## config.mk

```make
export PLATFORM = sky130hd
export DESIGN_NAME = mix_char_flat
export DESIGN_NICKNAME = d
export VERILOG_FILES = /design/src/rtl/mix_pkg.sv /design/src/rtl/mix_char_if.sv /design/src/rtl/mix_bcd_adj3.sv /design/src/rtl/mix_char.sv /design/src/flat_wrapper.sv
export SDC_FILE = /design/constraint.sdc
export NUM_CORES = 1
export LEC_CHECK = 0
export ABC_AREA = 1
export CORE_ASPECT_RATIO = 0.8
export CORE_UTILIZATION = 30
export DETAILED_ROUTE_END_ITERATION = 12
export PLACE_DENSITY = 0.51
export SETUP_SLACK_MARGIN = 0.4
export SYNTH_ARGS = -nofsm -noshare
export SYNTH_HDL_FRONTEND = slang
export SYNTH_SLANG_ARGS = --single-unit
```

## constraint.sdc

```tcl
create_clock -name clk -period 2.2 [get_ports clk]
set_input_delay 0.22 -clock clk [delete_from_list [all_inputs] [get_ports clk]]
set_output_delay 0.22 -clock clk [all_outputs]
set_load 0.03 [all_outputs]
```

## src/rtl/mix_pkg.sv

```systemverilog
`default_nettype none
// ============================================================================
// Module      : mix_pkg
// Description : Shared MIX constants, the CHAR converter state encoding and
//               the BCD-digit to MIX character-code helper.
// Contents    : MIX_BYTE_BITS, MIX_WORD_BITS, MIX_CHAR_ZERO, MIX_DIGITS,
//               conv_state_e, bcd_to_char()
// Revision    : 1.0 - initial release
// ============================================================================
package mix_pkg;

  localparam int          MIX_BYTE_BITS = 6;
  localparam int          MIX_WORD_BITS = 30;
  localparam int          MIX_DIGITS    = 10;
  localparam logic [5:0]  MIX_CHAR_ZERO = 6'd30;

  // Converter control states. DONE is the single cycle in which stop is high.
  typedef enum logic [1:0] {
    ST_IDLE = 2'd0,
    ST_CONV = 2'd1,
    ST_DONE = 2'd2
  } conv_state_e;

  // MIX character code of a decimal digit: '0' is code 30, '9' is code 39.
  function automatic logic [5:0] bcd_to_char(input logic [3:0] digit);
    return MIX_CHAR_ZERO + {2'b00, digit};
  endfunction

endpackage
`default_nettype wire

```

## src/rtl/mix_char_if.sv

```systemverilog
`default_nettype none
// ============================================================================
// Module      : mix_char_if
// Description : Start/stop handshake between the execute sequencer (master)
//               and the CHAR conversion unit (slave).
// Signals     : start - one-cycle request, in sampled on the same edge
//               in    - unsigned magnitude of rA
//               stop  - one-cycle completion pulse
//               out   - ten character codes, [59:30] -> rA, [29:0] -> rX
// Revision    : 1.0 - initial release
// ============================================================================
interface mix_char_if
  import mix_pkg::*;
#(
  parameter int WORD_BITS = MIX_WORD_BITS,
  parameter int DIGITS    = MIX_DIGITS
) ();

  logic                              start;
  logic [WORD_BITS-1:0]              in;
  logic                              stop;
  logic [DIGITS*MIX_BYTE_BITS-1:0]   out;

  modport master (output start, output in, input  stop, input  out);
  modport slave  (input  start, input  in, output stop, output out);

endinterface
`default_nettype wire

```

## src/rtl/mix_bcd_adj3.sv

```systemverilog
`default_nettype none
// ============================================================================
// Module      : mix_bcd_adj3
// Description : Double-dabble correction cell for one BCD digit. A digit of
//               5 or more gets +3 so the following left shift carries into
//               the next digit exactly when the doubled value reaches 10.
// Ports       : in  - 4-bit BCD digit before the shift
//               out - corrected digit
// Revision    : 1.0 - initial release
// ============================================================================
module mix_bcd_adj3
  import mix_pkg::*;
(
  input  logic [3:0] in,
  output logic [3:0] out
);

  assign out = (in >= 4'd5) ? (in + 4'd3) : in;

endmodule
`default_nettype wire

```

## src/rtl/mix_char.sv

```systemverilog
`default_nettype none
// ============================================================================
// Module      : mix_char
// Description : MIX CHAR instruction datapath. Converts the 30-bit magnitude
//               of rA into ten decimal digits in MIX character code using an
//               iterative double-dabble, one bit per cycle. Result is ready
//               31 cycles after start, flagged by a one-cycle stop pulse.
// Ports       : clk   - clock
//               reset - synchronous active-high reset
//               bus   - mix_char_if slave (start/in request, stop/out result)
// Revision    : 1.0 - initial release
// ============================================================================
module mix_char
  import mix_pkg::*;
#(
  parameter int WORD_BITS = MIX_WORD_BITS,
  parameter int DIGITS    = MIX_DIGITS
) (
  input  logic       clk,
  input  logic       reset,
  mix_char_if.slave  bus
);

  localparam int         BCD_BITS  = 4 * DIGITS;
  localparam int         OUT_BITS  = DIGITS * MIX_BYTE_BITS;
  localparam logic [4:0] LAST_ITER = 5'(WORD_BITS - 1);

  conv_state_e          state_q, state_d;
  logic [WORD_BITS-1:0] bin_q,   bin_d;
  logic [BCD_BITS-1:0]  bcd_q,   bcd_d;
  logic [4:0]           cnt_q,   cnt_d;
  logic                 stop_q,  stop_d;
  logic [OUT_BITS-1:0]  out_q,   out_d;

  logic [BCD_BITS-1:0]  bcd_adj;
  logic [BCD_BITS-1:0]  bcd_shift;
  logic [WORD_BITS-1:0] bin_shift;
  logic [OUT_BITS-1:0]  codes;

  // One double-dabble step: correct every digit, then shift BCD:bin left
  // with the binary MSB entering the BCD LSB.
  assign bcd_shift = {bcd_adj[BCD_BITS-2:0], bin_q[WORD_BITS-1]};
  assign bin_shift = {bin_q[WORD_BITS-2:0], 1'b0};

  // Codes are taken from the post-shift value so the final iteration's
  // result can be registered into out on the same edge that raises stop.
  generate
    for (genvar i = 0; i < DIGITS; i++) begin : g_digit
      mix_bcd_adj3 u_adj3 (
        .in  (bcd_q[4*i +: 4]),
        .out (bcd_adj[4*i +: 4])
      );
      assign codes[MIX_BYTE_BITS*i +: MIX_BYTE_BITS] = bcd_to_char(bcd_shift[4*i +: 4]);
    end
  endgenerate

  always_comb begin
    state_d = state_q;
    bin_d   = bin_q;
    bcd_d   = bcd_q;
    cnt_d   = cnt_q;
    stop_d  = 1'b0;
    out_d   = out_q;
    case (state_q)
      // DONE behaves as idle so a start in the stop cycle is accepted.
      ST_IDLE, ST_DONE: begin
        if (bus.start) begin
          bin_d   = bus.in;
          bcd_d   = '0;
          cnt_d   = 5'd0;
          state_d = ST_CONV;
        end else begin
          state_d = ST_IDLE;
        end
      end
      ST_CONV: begin
        bin_d = bin_shift;
        bcd_d = bcd_shift;
        cnt_d = cnt_q + 5'd1;
        if (cnt_q == LAST_ITER) begin
          state_d = ST_DONE;
          stop_d  = 1'b1;
          out_d   = codes;
        end
      end
      default: state_d = ST_IDLE;
    endcase
  end

  always_ff @(posedge clk) begin
    if (reset) begin
      state_q <= ST_IDLE;
      bin_q   <= '0;
      bcd_q   <= '0;
      cnt_q   <= 5'd0;
      stop_q  <= 1'b0;
      out_q   <= '0;
    end else begin
      state_q <= state_d;
      bin_q   <= bin_d;
      bcd_q   <= bcd_d;
      cnt_q   <= cnt_d;
      stop_q  <= stop_d;
      out_q   <= out_d;
    end
  end

  assign bus.stop = stop_q;
  assign bus.out  = out_q;

endmodule
`default_nettype wire

```

## src/flat_wrapper.sv

```systemverilog
// flat-port wrapper written by rule: the top's interface ports become plain ports
module mix_char_flat import mix_pkg::*;
#(
  parameter int WORD_BITS = MIX_WORD_BITS,
  parameter int DIGITS    = MIX_DIGITS
)
  (clk, reset, bus_start, bus_in, bus_stop, bus_out);
  mix_char_if #(.WORD_BITS(WORD_BITS), .DIGITS(DIGITS)) bus_i ();
  input  logic clk;
  input  logic reset;
  input wire logic [$bits(bus_i.start)-1:0] bus_start;
  input wire logic [$bits(bus_i.in)-1:0] bus_in;
  output wire logic [$bits(bus_i.stop)-1:0] bus_stop;
  output wire logic [$bits(bus_i.out)-1:0] bus_out;
  assign bus_i.start = bus_start;
  assign bus_i.in = bus_in;
  assign bus_stop = bus_i.stop;
  assign bus_out = bus_i.out;
  mix_char #(.WORD_BITS(WORD_BITS), .DIGITS(DIGITS)) u_core (.clk(clk), .reset(reset), .bus(bus_i));
endmodule
```

==> impl_metrics.env <==
export IMPL_die_area_um2=22700
export IMPL_io_pins=94
export IMPL_status="finished, final reports clean"
export IMPL_nNetsFinal=1066
export IMPL_cp_required_ns=1.98
export IMPL_die_w_um=168
export IMPL_slew_viol_final=0
export IMPL_areaGrowthSynthToFinish_pct=31.6
export IMPL_htree_levels=4
export IMPL_period_needed_ns=1.72
export IMPL_post_route_period_util_pct=78.1
export IMPL_synth_fp_nets=981
export IMPL_syn_area_um2=6640
export IMPL_worstHoldPathType="in2reg"
export IMPL_drt_wirelength_per_cell_um=13.0
export IMPL_drc_errors=0
export IMPL_diodes=0
export IMPL_synth_ff_latch_count=138
export IMPL_vias_per_cell=4.63
export IMPL_firstDrtPassIters=4
export IMPL_fmax_mhz=582
export IMPL_ys_seq_area_share_pct=41.6
export IMPL_start_util_pct=30.7
export IMPL_worstPathArrival_ns=1.50
export IMPL_crit_path_end_kind="primary output"
export IMPL_crit_buf_inv=1
export IMPL_dp_hpwl_mm=10.4
export IMPL_path_class="reg2out"
export IMPL_maxCapViolCount=0
export IMPL_clk_pin_slew_ns=0.06
export IMPL_syn_avg_cell_area_um2=7.26
export IMPL_power_density_nw_per_um2=711
export IMPL_worst_slack_ns=0.481
export IMPL_r2r_end="u_core.bus.out[39]"
export IMPL_cts_tree="done"
export IMPL_power_mw=6.21
export IMPL_crit_family="buffers and inverters"
export IMPL_max_clock_path_buffers=2
export IMPL_worst_path_max_delay_cell="clkdlybuf4s50_1"
export IMPL_ctsHoldBuffers=0
export IMPL_r2r_slack_ns=0.51
export IMPL_start_kind="flip-flop"
export IMPL_ys_top_cells_by_area="dfxtp_1 42%, nand2_1 14%, nand3_1 6.7%, ha_1 6.4%, a21oi_1 5.5%"
export IMPL_cts_buffers=17
export IMPL_tightest_slew_ns=0.509
export IMPL_grt_max_degree=107
export IMPL_num_rows=48
export IMPL_min_delay_start="reset"
export IMPL_via_count=5955
export IMPL_ant_nets=0
export IMPL_finalHoldViolations=0
export IMPL_postLayoutCoreUtil_pct=40.4
export IMPL_drive_gt1_share_pct=13.0
export IMPL_grt_pass1_wl_mm=27.7
export IMPL_antenna_found_initial=0
export IMPL_dp_slack_ns=0.304
export IMPL_worst_r2r_path_depth=13
export IMPL_clk_latency_ns=0.42
export IMPL_io_buffers=93
export IMPL_die_h_um=135
export IMPL_clock_sinks=138
export IMPL_rsz0062_at_grt="yes"
export IMPL_core_area_um2=21600
export IMPL_grt_pass1_vias=5559
export IMPL_root_buffer="clkbuf_16"
export IMPL_yosys_warnings=0
export IMPL_p_leak_nw=3.46
export IMPL_max_slew_margin_rel_pct=66.1
export IMPL_min_to="u_core.bus.out[20]"
export IMPL_grt_overflow=0
export IMPL_r2r_start="u_core.bcd_q[24]"
export IMPL_place_congestion=0.841
export IMPL_holdPathStages=4
export IMPL_cp_slowest_stage_delay_ns=0.70
export IMPL_drtIter0Drc=373
export IMPL_track_usage_pct=15.2
export IMPL_synth_distinct_cells=27
export IMPL_finalSetupViolCount=0
export IMPL_crit_chain="clkdlybuf4s50_1"
export IMPL_yosysTopAreaCellShare_pct=41.6
export IMPL_synth_area_leader_cell="dfxtp_1"
export IMPL_synth_cells=914
export IMPL_finalWirelength_mm=16.8
export IMPL_dpl_cell_area_um2=7760
export IMPL_finClkSkew_ns=0.0127
export IMPL_design_area_um2=8740
export IMPL_fin_tns_setup_ns=0
export IMPL_crit_fanout=2
export IMPL_ir_drop_mv=0.424
[stage by stage]
stage	std cells	hold WS, ns
floorplan	914	0.388
global placement	1247	0.449
detailed placement	1247	0.453
CTS	1279	0.312
global route	1287	0.359
finish	1287	0.312
[worst reg2reg max path, stage by stage (launching register included)]
cell     delay [ns]
dfxtp_2        0.35
inv_1          0.06
ha_1           0.21
inv_1          0.07
nand2_2        0.08
nand3_2        0.12
nand2_1        0.07
nand2_1        0.08
inv_1          0.05
ha_1           0.20
nand2_1        0.06
nand2_1        0.07
o21ai_2        0.12
inv_1          0.04
[cells in the mapped netlist]
cell type / n
a211oi_1: 2
a21oi_1: 73
a21oi_2: 4
a31oi_1: 30
buf_1: 2
buf_2: 7
buf_4: 8
buf_6: 3
buf_8: 2
clkbuf_1: 24
dfxtp_1: 138
ha_1: 34
inv_1: 95
inv_2: 4
nand2_1: 247
nand3_1: 89
nand3_2: 8
nand4_1: 22
nand4_2: 1
nor2_1: 63
nor2_8: 2
o21ai_0: 30
o21ai_1: 7
o21bai_1: 8
o22ai_1: 1
xnor2_1: 1
xor2_1: 9
[registers in the layout, summed over array words and instances, names as in the netlist]
name             flops
u_core.bus.out      60
u_core.bcd_q        40
u_core.bin_q        30
u_core.cnt_q         5
u_core.state_q       2
u_core.bus.stop      1
[how the worst max path moves through the flow]
| stage | startpoint | endpoint | slack [ns] | cells past startpoint |
|---|---|---|---|---|
| 4_1_cts | u_core.bcd_q[13] | u_core.bus.out[21] | 0.39 | 13 |
| 5_1_grt | u_core.bcd_q[24] | u_core.bus.out[39] | 0.30 | 13 |
| 3_3_place_gp | u_core.bcd_q[12] | u_core.bus.out[21] | 0.30 | 13 |
| 2_1_floorplan | u_core.bcd_q[8] | u_core.bus.out[15] | 0.52 | 11 |
| 6_report | u_core.bus.out[6] | bus_out[6] | 0.48 | 1 |
| 3_5_place_dp | u_core.bcd_q[12] | u_core.bus.out[21] | 0.30 | 13 |
[cell type report]
cell class,instances,area (um^2)
Timing Repair Buffer,112,1100
Inverter,99,374
Clock inverter,11,215
Tap cell,275,344
Sequential cell,138,2810
Fill cell,2266,12900
Clock buffer,21,470
Multi-Input combinational cell,631,3420
[timing repair]
item | 4_1_cts | 5_1_grt
pin swaps | 0 | 12
resized for setup | 13 | 76
setup endpoints to repair | 10 | 36
buffers inserted | 0 | 8
endpoints found under the hold margin | 0 | 0
[kinds of logic (layout without fill, tap and decap cells)]
group / after synthesis / after routing / synth area share (%)
and+or+nand+nor: 432 / 432 / 28.3
AOI/OAI and AO/OA: 155 / 155 / 12.9
buffers and inverters: 145 / 243 / 9.46
DFF: 138 / 138 / 41.6
adders and majority gates: 34 / 34 / 6.41
xor gates and xnor gates: 10 / 10 / 1.32
[cell usage in the layout (no fill, tap or decap), drive strengths merged, types with 4 or more instances in the layout]
| cell type | n |
|---|---|
| xor2 | 9 |
| a31oi | 30 |
| buf | 20 |
| clkinv | 4 |
| bufinv | 6 |
| clkbuf | 21 |
| o21bai | 8 |
| nand3 | 97 |
| ha | 34 |
| nand4 | 23 |
| o21ai | 37 |
| inv | 99 |
| nand2 | 247 |
| nor2 | 65 |
| dfxtp | 138 |
| clkdlybuf4s50 | 92 |
| a21oi | 77 |
[routing by layer]
layer,vias up,GRT usage (%),wire length [um]
met5,-,0,0
met4,0,4.75,182
met3,14,3.69,645
met2,99,22.8,7010
met1,2675,21.5,8930
li1,3167,-,-
[power by group]
part	switching [mW]	internal [mW]	leakage (nW)
Sequential	0.0242	2.53	1.13
Combinational	0.202	0.116	2.00
Clock	1.12	2.22	0.333
Total	1.34	4.87	3.46
No activity file was read; power rests on OpenSTA's default activity.
